`src/rtl/door_timer.sv`:
```
// Door timer: tracks open/hold/closed and reports the closed status.
// The hold phase keeps the door open for DOOR_CYCLES after open falls.
module door_timer #(
    parameter int DOOR_CYCLES = 3
) (
    input  logic clk,
    input  logic rst,
    input  logic open,
    output logic close
);

    localparam logic [1:0] S_CLOSED = 2'd0;
    localparam logic [1:0] S_OPEN   = 2'd1;
    localparam logic [1:0] S_HOLD   = 2'd2;
    localparam int TW = (DOOR_CYCLES > 1) ? $clog2(DOOR_CYCLES) : 1;

    logic [1:0]    r_state;
    logic [TW-1:0] r_cnt;
    logic          r_close;

    always_ff @(posedge clk or posedge rst) begin
        if (rst) begin
            r_state <= S_CLOSED;
            r_cnt   <= '0;
            r_close <= 1'b1;
        end else begin
            case (r_state)
                S_CLOSED: begin
                    if (open) begin
                        r_state <= S_OPEN;
                        r_close <= 1'b0;
                    end
                end
                S_OPEN: begin
                    if (!open) begin
                        r_state <= S_HOLD;
                        r_cnt   <= '0;
                    end
                end
                S_HOLD: begin
                    if (open) begin
                        r_state <= S_OPEN;
                        r_cnt   <= '0;
                    end else if (r_cnt == TW'(DOOR_CYCLES - 1)) begin
                        r_state <= S_CLOSED;
                        r_cnt   <= '0;
                        r_close <= 1'b1;
                    end else begin
                        r_cnt <= r_cnt + TW'(1);
                    end
                end
                default: begin
                    r_state <= S_CLOSED;
                    r_cnt   <= '0;
                    r_close <= 1'b1;
                end
            endcase
        end
    end

    assign close = r_close;

endmodule

```
`src/rtl/elevator_datapath.sv`:
```
// Elevator datapath: request latch, floor position, travel timing and
// the door timer, feeding status back to the control FSM.
module elevator_datapath #(
    parameter int N_FLOORS    = 8,
    parameter int MOVE_CYCLES = 4,
    parameter int DOOR_CYCLES = 3,
    parameter int FW = (N_FLOORS > 1) ? $clog2(N_FLOORS) : 1
) (
    input  logic                clk,
    input  logic                rst,
    input  logic [N_FLOORS-1:0] call_btn,
    input  logic                up,
    input  logic                down,
    input  logic                open,
    output logic                request_i,
    output logic                request_j_gt_i,
    output logic                request_j_lt_i,
    output logic                close,
    output logic [FW-1:0]       floor,
    output logic                arrive,
    output logic                err
);

    localparam int CW = $clog2(MOVE_CYCLES) + 1;

    logic [N_FLOORS-1:0] r_req;
    logic [FW-1:0]       r_floor;
    logic [CW-1:0]       r_move_cnt;
    logic                r_dir_up;
    logic                r_arrive;
    logic                r_err;

    logic [N_FLOORS-1:0] w_clr;
    logic                w_above;
    logic                w_below;
    logic                w_up_only;
    logic                w_dn_only;
    logic                w_legal;
    logic [CW-1:0]       w_base;
    logic                w_done;

    always_comb begin
        w_clr   = '0;
        w_above = 1'b0;
        w_below = 1'b0;
        if (open) begin
            w_clr[r_floor] = 1'b1;
        end
        for (int k = 0; k < N_FLOORS; k++) begin
            if (FW'(k) > r_floor) w_above = w_above | r_req[k];
            if (FW'(k) < r_floor) w_below = w_below | r_req[k];
        end
    end

    // A direction change restarts the trip; this cycle counts as its first.
    always_comb begin
        w_up_only = up & ~down;
        w_dn_only = down & ~up;
        w_legal   = (w_up_only && (r_floor != FW'(N_FLOORS - 1)))
                  || (w_dn_only && (r_floor != '0));
        w_base    = (r_dir_up != w_up_only) ? '0 : r_move_cnt;
        w_done    = (w_base == CW'(MOVE_CYCLES - 1));
    end

    always_ff @(posedge clk or posedge rst) begin
        if (rst) begin
            r_req      <= '0;
            r_floor    <= '0;
            r_move_cnt <= '0;
            r_dir_up   <= 1'b0;
            r_arrive   <= 1'b0;
            r_err      <= 1'b0;
        end else begin
            r_req    <= (r_req | call_btn) & ~w_clr;
            r_arrive <= 1'b0;
            if (up && down) begin
                r_err <= 1'b1;
            end
            if (w_legal) begin
                r_dir_up <= w_up_only;
                if (w_done) begin
                    r_move_cnt <= '0;
                    r_arrive   <= 1'b1;
                    if (w_up_only) r_floor <= r_floor + FW'(1);
                    else           r_floor <= r_floor - FW'(1);
                end else begin
                    r_move_cnt <= w_base + CW'(1);
                end
            end else begin
                r_move_cnt <= '0;
            end
        end
    end

    door_timer #(
        .DOOR_CYCLES(DOOR_CYCLES)
    ) u_door (
        .clk  (clk),
        .rst  (rst),
        .open (open),
        .close(close)
    );

    assign request_i      = r_req[r_floor];
    assign request_j_gt_i = w_above;
    assign request_j_lt_i = w_below;
    assign floor          = r_floor;
    assign arrive         = r_arrive;
    assign err            = r_err;

endmodule

```
`config.mk`:
```
export PLATFORM = sky130hd
export DESIGN_NAME = elevator_datapath
export DESIGN_NICKNAME = d
export VERILOG_FILES = /design/src/rtl/door_timer.sv /design/src/rtl/elevator_datapath.sv
export SDC_FILE = /design/constraint.sdc
export NUM_CORES = 1
export LEC_CHECK = 0
export BUFFER_PORTS_ARGS = -buffer_cell sky130_fd_sc_hd__buf_2
export CORE_UTILIZATION = 58
export DETAILED_ROUTE_END_ITERATION = 7
export GPL_ROUTABILITY_DRIVEN = 0
export GPL_TIMING_DRIVEN = 0
export HOLD_SLACK_MARGIN = 0.02
export PLACE_DENSITY = 0.82
export SLEW_MARGIN = 0
export SYNTH_ARGS = -nofsm -noshare
export SYNTH_HDL_FRONTEND = slang
export SYNTH_SLANG_ARGS = --single-unit
```
`constraint.sdc`:
```
create_clock -name clk -period 5.4 [get_ports clk]
set_input_delay 0.27 -clock clk [delete_from_list [all_inputs] [get_ports clk]]
set_output_delay 0.27 -clock clk [all_outputs]
set_load 0.05 [all_outputs]
```
* After elaboration in Yosys (flattened, before gate mapping) *
Index checks and enable logic that the tools add are counted.

operators by class
  add/subtract/negate cells = 4
  $mul = 0
  divide/modulo/power cells = 0
  order comparisons = 18
  eq/ne operators = 11
  shift-type cells = 0
  mux-type cells = 40
  bitwise operators = 23
  reductions and logical operators = 11

operators with widths
  operator             count
  $mux 1               23
  $mux 2               7
  $or 1x1->1           14
  $gt 3x3->1 const A   4
  $lt 3x3->1 const A   4
  $mux 3               4
  $pmux 2 s3           2
  $and 8x8->8          1
  $mux 8               1
  $not 8->8            1
  $or 8x8->8           1
  $add 3x1->3 const B  2
  $gt 1x3->1 const A   2
  $gt 2x3->1 const A   2
  $lt 1x3->1 const A   2
  $lt 2x3->1 const A   2
  $ne 2x2->1 const B   3
  $eq 2x2->1 const B   2
  $logic_and 1x1->1    4
  $lt 3x4->1 const B   1
  $not 1->1            4
  $reduce_and 2->1     2
  $reduce_and 4->1     1
  $bmux 1 s3           1
  other kinds (16)     17

storage, ports and cells
  flip-flop bits (word level) = 22
  bits in latches = 0
  RAM bits = 0
  ROM bits = 0
  input bits = 13
  output and inout port bits = 9
  logic and storage cells = 116
  memories kept = 0

* Depth between registers and ports, before layout *
Gate-level depths: netlist of run 1.

  depth after elaboration = 16
  mapped depth = 7
  mapped depth without buffers = 7

* Cells and area by module *
From an unflattened synthesis of run 1, not the netlist that was laid out.

unflattened totals
  cells, all modules = 129
  area, all modules = 1244.9 um^2

by module, submodules not included
  module             times used  cells each  area an instance (um^2)  sequential area each (um^2)
  elevator_datapath  1           108         1009.7                   425.4
  door_timer         1           21          235.2                    126.4

* Worst setup path after synthesis of run 1 *
No wires, ideal clock.

  path type = register to output
  start = reg r_floor[2], in the netlist floor[2]
  end = out request_i
  arrival = 2.244 ns
  data required time = 5.130 ns
  path slack = 2.886 ns
  stages on the path, launching flop included = 6
  buffers on the path = 1
  cell sequence = dfrtp_1 -> buf_2 -> clkinv_1 -> nor2_1 -> a221oi_1 -> o221ai_1

on the way
  cells in the longest elaborated chain, start to end = 2

RTL lines
  what                          RTL line                  text
  start: declaration            elevator_datapath.sv:27   logic [FW-1:0] r_floor;
  start signal: assignment      elevator_datapath.sv:84   if (w_up_only) r_floor <= r_floor + FW'(1);
  start signal: assignment      elevator_datapath.sv:85   else r_floor <= r_floor - FW'(1);
  $bmux 1 s3                    elevator_datapath.sv:104  assign request_i = r_req[r_floor];
  $mux 1 (implied by the code)  elevator_datapath.sv:104
  end: declaration              elevator_datapath.sv:15   output logic request_i,

Every way passes these cells. The select of a mux whose other input is x is not followed.

* Final worst setup path of run 1 *
  start = reg r_floor[0], in the netlist floor[0]
  end = out request_j_gt_i

on the way
  cells in the longest elaborated chain, start to end = 16
  elaborated cells between the ends (all ways) = 23
  those cells by class = 8 x order compare; 8 x mux; 7 x bitwise

RTL lines
  what              RTL line                 text
  $gt 1x3->1        elevator_datapath.sv:50  if (FW'(k) > r_floor) w_above = w_above | r_req[k];
  $mux 1            elevator_datapath.sv:50
  $or 1x1->1        elevator_datapath.sv:50
  $mux 1            elevator_datapath.sv:50
  $or 1x1->1        elevator_datapath.sv:50
  $mux 1            elevator_datapath.sv:50
  $or 1x1->1        elevator_datapath.sv:50
  $mux 1            elevator_datapath.sv:50
  $or 1x1->1        elevator_datapath.sv:50
  $mux 1            elevator_datapath.sv:50
  $or 1x1->1        elevator_datapath.sv:50
  $mux 1            elevator_datapath.sv:50
  $or 1x1->1        elevator_datapath.sv:50
  $mux 1            elevator_datapath.sv:50
  $or 1x1->1        elevator_datapath.sv:50
  $mux 1 *          elevator_datapath.sv:50
  end: declaration  elevator_datapath.sv:16  output logic request_j_gt_i,

Every way passes the cells marked *; elsewhere a longest branch is shown, timed or not.

==> flow_summary.json, run 1 <==
{
  "class_of_the_most_critical_hold_timing_path": "primary input to async pin",
  "power.density_cell_area_nw_per_um2": 352.2,
  "cp_data_arrival_time_ps": 2330,
  "final_cells": 179,
  "ys_dominant_reg_cell": "dfrtp_1",
  "proportion_of_layout_cells_with_a_drive_suffix_above_1_pct": 25.00,
  "h-tree-depth": 1,
  "initial_core_utilization_pct": 62.56,
  "avg_vias_per_cell": 6.022,
  "clkTransAtPathRegs_ps": 120,
  "synth_top_cell_area_share_pct": 41.96,
  "status": "finished clean",
  "final_hold_viol_count": 0,
  "global_route.overflow_total": 0,
  "post-route-period-util_pct": 48.17,
  "n_fill_cell": 153,
  "placementRows": 16,
  "cpLargestDelayFamily": "compound AO/OA/AOI/OAI gates",
  "reg2reg_setup_slack_ps": 3120,
  "crit_buf_inv": 3,
  "final_cell_mix": "buf_2, dfrtp_1, nor2_1",
  "irDropWorstVdd_mv": 0.1784,
  "core_area_um2": 2002,
  "largest_net_degree_at_the_start_of_global_routing": 23,
  "post_synth_inst_count": 127,
  "tritoncts.num_buffers": 3,
  "totalPowerFinal_uw": 502.7,
  "post_route_hold_slack_ps": 105.9,
  "cts_resized": 0,
  "antenna_found_initial": 0,
  "layout_commonest_cell": "buf_2",
  "path_max_fanout": 10,
  "yosys.area.top_type": "dfrtp_1",
  "syn-num-nets": 147,
  "detailed_place_hpwl_mm": 1.908,
  "finalSetupViolCount": 0,
  "rsz0062_at_grt": "no",
  "total_leakage_power_nw": 0.6314,
  "drtPass1Iterations": 4,
  "route.vias.total": 1078,
  "area.growth.synth_to_final_pct": 13.99,
  "detail-route-antenna-nets": 0,
  "synthesis.area_um2": 1252,
  "ctsRootBufferMaster": "clkbuf_4",
  "tightestPinTransition_ps": 810.5,
  "critical_path.startpoint_type": "flip-flop",
  "timing.max_cap.violations": 0,
  "routed_wire_length_per_instance_um": 14.13,
  "die-width_um": 48.47,
  "grt_usage_pct": 24.18,
  "placement.setup.worst_slack_ps": 3160,
  "syn_avg_cell_area_um2": 9.862,
  "numClockSinks": 22,
  "ys_ff_latch": 22,
  "post-place-cells": 175,
  "clkLatencyLatePin_ps": 300,
  "fmax_mhz": 384.5,
  "port_buffers": 21,
  "grt_first_pass_wirelength_mm": 4.457,
  "timing.slew.headroom_pct": 45.90,
  "crit-reg2reg-capture": "floor[1]",
  "num-nets-final": 173,
  "placedInstanceArea_um2": 1391,
  "accumulated_negative_setup_slack_ps": 0,
  "critical_path_end_type": "primary output",
  "worstRegToRegCells": 7,
  "num_io_pins": 22,
  "worstPathCellList": "buf_2 > inv_1 > ha_1 > nand2b_1 > a2bb2oi_1 > o211ai_1 > a311o_1 > buf_2",
  "timing.critical_path.slowest_cell_delay_ps": 490,
  "die-area_um2": 2349,
  "synth.yosys.warnings": 0,
  "route.detailed.drc": 0,
  "multi_input_comb_area_um2": 645.6,
  "postLayoutSetupSlackWorst_ps": 2799,
  "class_of_the_most_critical_setup_path": "flip-flop to primary output",
  "cts_buffer_depth": 2,
  "design_area_um2": 1428,
  "starting_drc_count_in_detailed_routing": 54,
  "antenna_cells": 0,
  "postCtsSetupBuffers": 0,
  "final-seq-area_um2": 551.8,
  "fin_skew_ps": 1.360,
  "final_period_minus_worst_setup_slack_ps": 2601,
  "worstPathRequired_ps": 5130,
  "first_global_vias": 1057,
  "cts-hold-fix-buffers": 0,
  "finalMaxSlewViolations": 0,
  "post_synth_main_area_contributors": "dfrtp_1, ha_1, nor2_1, a21oi_1, inv_1",
  "max_stage_delay_cell_worst_path": "dfrtp_1",
  "yosysUniqueCellTypes": 40,
  "async_flop_share_pct": 100.0,
  "die_y_um": 48.47,
  "r2r_start": "floor[0]",
  "cts_tree": "built",
  "routed_wl_mm": 2.530,
  "synth-edff-count": 0,
  "crit_top_cell": "buf_2",
  "final_core_utilization_pct": 71.31,
  "yosysSeqAreaShare_pct": 44.06
}
==> metal layers <==
metal / track usage, % / vias to the layer above / wire length [µm]
met4: 5.882 / 0 / 25
li1: - / 511 / -
met5: 0 / - / 0
met3: 3.774 / 4 / 151
met1: 32.37 / 513 / 1131
met2: 41.31 / 50 / 1221
==> cell type report <==
| class | count | share of cell area, % |
|---|---|---|
| well taps | 27 | 2.366 |
| inverters | 11 | 2.892 |
| clock buffers | 4 | 2.542 |
| multi-input cells | 91 | 45.22 |
| plain buffers | 3 | 0.9641 |
| repair buffers | 21 | 7.362 |
| flip-flops and latches | 22 | 38.65 |
==> worst max path at each step <==
| stage | startpoint | end | slack (ps) | depth (start not counted) |
|---|---|---|---|---|
| floorplan | floor[2] | request_i | 2890 | 5 |
| global placement | floor[0] | request_j_gt_i | 3170 | 8 |
| detailed placement | floor[0] | request_j_gt_i | 3160 | 8 |
| CTS | floor[0] | request_j_gt_i | 2800 | 8 |
| global route | floor[0] | request_j_gt_i | 2620 | 8 |
| finish | floor[0] | request_j_gt_i | 2800 | 8 |
==> logic make-up (layout without fill, tap and decap cells) <==
group	Yosys count	count (layout)	share of synthesized area (%)
AOI/OAI and AO/OA	43	43	25.38
xor gates and xnor gates	3	3	2.698
adders and majority gates	7	7	6.993
buffers and inverters	14	39	4.395
DFF	22	22	44.06
muxes	4	4	3.297
and+or+nand+nor	34	34	13.19
==> state kept, by name, summed over array words and instances, names as in the netlist <==
signal	flops
err	1
u_door.r_cnt	2
r_dir_up	1
r_req	8
u_door.close	1
u_door.r_state	2
r_move_cnt	3
floor	3
arrive	1
==> synth_stat cells (2+ instances only) <==
master,count
nor2_1,15
o22ai_1,2
and2_2,2
mux2i_1,3
o21ai_0,6
buf_2,2
o211ai_1,2
nor2b_1,3
nand2_1,6
dfrtp_1,21
o32a_1,3
a21oi_1,9
a311oi_1,2
ha_1,7
a31oi_1,5
a2bb2oi_1,2
inv_1,10
nand2b_1,2
xnor2_1,2
nand3_1,3
==> power breakdown <==
group | internal [mW] | switching, mW | total [mW]
Clock | 0.0411 | 0.0467 | 0.0878
Combinational | 0.0714 | 0.136 | 0.207
Sequential | 0.183 | 0.0251 | 0.208
Total | 0.295 | 0.207 | 0.503
(Power assumes the default switching activity.)
==> run 2, diff against run 1 <==
--- a/config.mk
+++ b/config.mk
@@ -5,13 +5,14 @@
 export SDC_FILE = /design/constraint.sdc
 export NUM_CORES = 1
 export LEC_CHECK = 0
+export ABC_AREA = 1
 export BUFFER_PORTS_ARGS = -buffer_cell sky130_fd_sc_hd__buf_2
-export CORE_UTILIZATION = 58
+export CORE_UTILIZATION = 50
 export DETAILED_ROUTE_END_ITERATION = 7
 export GPL_ROUTABILITY_DRIVEN = 0
 export GPL_TIMING_DRIVEN = 0
 export HOLD_SLACK_MARGIN = 0.02
-export PLACE_DENSITY = 0.82
+export PLACE_DENSITY = 0.75
 export SLEW_MARGIN = 0
 export SYNTH_ARGS = -nofsm -noshare
 export SYNTH_HDL_FRONTEND = slang
==> constraint.sdc (replaced) <==
create_clock -name clk -period 2.2 [get_ports clk]
set_input_delay 0.11 -clock clk [delete_from_list [all_inputs] [get_ports clk]]
set_output_delay 0.11 -clock clk [all_outputs]
set_load 0.05 [all_outputs]
==> flow_summary.json, run 2 <==
{
  "clkLatencyLatePin_ps": 310,
  "first_global_vias": 1090,
  "grt_first_pass_wirelength_mm": 4.726,
  "regMostFlops": "r_req",
  "timing.slew.headroom_pct": 44.34,
  "routed_wire_length_per_instance_um": 12.06,
  "die-width_um": 54.01,
  "finalMaxSlewViolations": 0,
  "die-area_um2": 2917,
  "multi_input_comb_area_um2": 648.1,
  "async_flop_share_pct": 100.0,
  "tightestPinTransition_ps": 834.0,
  "cts_buffer_depth": 2,
  "worstPathRequired_ps": 2090,
  "design_area_um2": 1572,
  "starting_drc_count_in_detailed_routing": 28,
  "final_cells": 241,
  "routed_wl_mm": 2.907,
  "yosysUniqueCellTypes": 26,
  "crit_path_start": "floor[0]",
  "synth_top_cell_area_share_pct": 38.85,
  "finalSetupViolCount": 0,
  "critical_path.startpoint_type": "flip-flop",
  "path_max_fanout": 10,
  "post_route_hold_slack_ps": 27.40,
  "layout_commonest_cell": "nand2_1",
  "core_area_um2": 2522,
  "port_buffers": 20,
  "area.growth.synth_to_final_pct": 16.19,
  "r2r_start": "floor[0]",
  "placement.setup.worst_slack_ps": 385.0,
  "class_of_the_most_critical_hold_timing_path": "primary input to flip-flop",
  "status": "finished clean",
  "clkTransAtPathRegs_ps": 130,
  "totalPowerFinal_uw": 842.9,
  "num_io_pins": 22,
  "final_cell_mix": "nand2_1, inv_1, nor2_1",
  "proportion_of_layout_cells_with_a_drive_suffix_above_1_pct": 18.01,
  "die_y_um": 54.01,
  "irDropWorstVdd_mv": 0.4699,
  "accumulated_negative_setup_slack_ps": 0,
  "post-route-period-util_pct": 92.67,
  "global_route.overflow_total": 0,
  "fin_skew_ps": 5.792,
  "postLayoutSetupSlackWorst_ps": 161.3,
  "cts_tree": "built",
  "synth.yosys.warnings": 0,
  "route.vias.total": 1264,
  "ys_dominant_reg_cell": "dfrtp_1",
  "num-nets-final": 232,
  "postCtsSetupBuffers": 0,
  "rsz0062_at_grt": "no",
  "synth-edff-count": 0,
  "min_from": "call_btn[2]",
  "largest_net_degree_at_the_start_of_global_routing": 23,
  "yosys.area.top_type": "dfrtp_1",
  "largest_register_ff_count": 8,
  "reg2reg_setup_slack_ps": 590,
  "class_of_the_most_critical_setup_path": "flip-flop to primary output",
  "timing.max_cap.violations": 0,
  "numClockSinks": 22,
  "synth.top_cells.by_count": "nand2_1, inv_1, nor2_1",
  "final_hold_viol_count": 0,
  "final_period_minus_worst_setup_slack_ps": 2039,
  "syn_avg_cell_area_um2": 7.391,
  "synthesis.area_um2": 1353,
  "cp_data_arrival_time_ps": 1930,
  "tritoncts.num_buffers": 3,
  "detail-route-antenna-nets": 0,
  "final_core_utilization_pct": 62.30,
  "antenna_cells": 0,
  "syn-num-nets": 203,
  "ys_ff_latch": 22,
  "post_synth_inst_count": 183,
  "critical_path_end_type": "primary output",
  "synthMostInstantiatedCell": "nand2_1",
  "final-seq-area_um2": 553.0,
  "antenna_found_initial": 0,
  "post_synth_main_area_contributors": "dfrtp_1, nand2_1, inv_1, ha_1, nor2_1",
  "avg_vias_per_cell": 5.245,
  "drtPass1Iterations": 4,
  "total_leakage_power_nw": 0.8596,
  "fmax_mhz": 490.5,
  "detailed_place_hpwl_mm": 2.229,
  "placementRows": 18,
  "n_fill_cell": 235,
  "route.detailed.drc": 0,
  "yosysSeqAreaShare_pct": 40.80,
  "h-tree-depth": 1,
  "ctsRootBufferMaster": "clkbuf_4",
  "power.density_cell_area_nw_per_um2": 536.4,
  "placedInstanceArea_um2": 1490,
  "grt_usage_pct": 22.89,
  "post-place-cells": 233,
  "initial_core_utilization_pct": 53.62
}
==> run 2: changes by cell type after synthesis, sizes merged, moves of 4 or more <==
cell   previous run  this run
a21oi             9         5
nand2             6        51
nand3             3        18
nor2             15        23
inv              10        29
==> run 2: report_power, final <==
group	switching, mW	internal, mW
Clock	0.128	0.101
Sequential	0.0137	0.424
Combinational	0.121	0.0557
==> run 2: critical path, stage by stage (launching register included) <==
cell	delay [ps]
dfrtp_2	460
clkinvlp_4	220
ha_1	290
nand2_4	100
nand2_1	50
nand2_1	50
nand2_1	40
nand2_1	60
nor2_1	30
nand2_1	50
buf_2	250
==> run 2: path summary, 6_finish.rpt <==
kind,to,depth (start not counted)
max,request_j_gt_i,10
min,r_req[2],2
max reg2reg,floor[0],8
min reg2reg,u_door.close,2
max in group asynchronous,floor[0],3
min in group asynchronous,arrive,3
==> run 2: cell type report <==
class	count	share of cell area (%)
plain buffers	4	2.229
repair buffers	24	8.917
flip-flops and latches	22	35.19
clock buffers	4	2.309
inverters	30	7.723
multi-input cells	127	41.24
well taps	30	2.389
==> run 2: cells by family after synthesis <==
logic type	after synthesis	synth area share (%)
buf+inv	34	11.29
simple gates	96	30.62
fa+ha+maj	7	6.475
compound gates	23	10.18
xor+xnor	1	0.6477
flops	22	40.80
==> run 2: metal layers <==
| layer | track usage (%) | share of wire (%) | routed length (µm) | vias to the layer above |
|---|---|---|---|---|
| li1 | - | - | - | 642 |
| met1 | 28.65 | 45 | 1308 | 589 |
| met2 | 39.30 | 50 | 1453 | 26 |
| met3 | 3.390 | 3.1 | 91 | 7 |
| met4 | 8.974 | 1.8 | 53 | 0 |
| met5 | 0 | 0 | 0 | - |
==> run 2: repair_timing <==
action / in CTS / in global routing
endpoints found under the setup margin: 0 / 1
hold buffers: 4 / 0
resized for setup: 0 / 2
hold endpoints to repair: 24 / 0
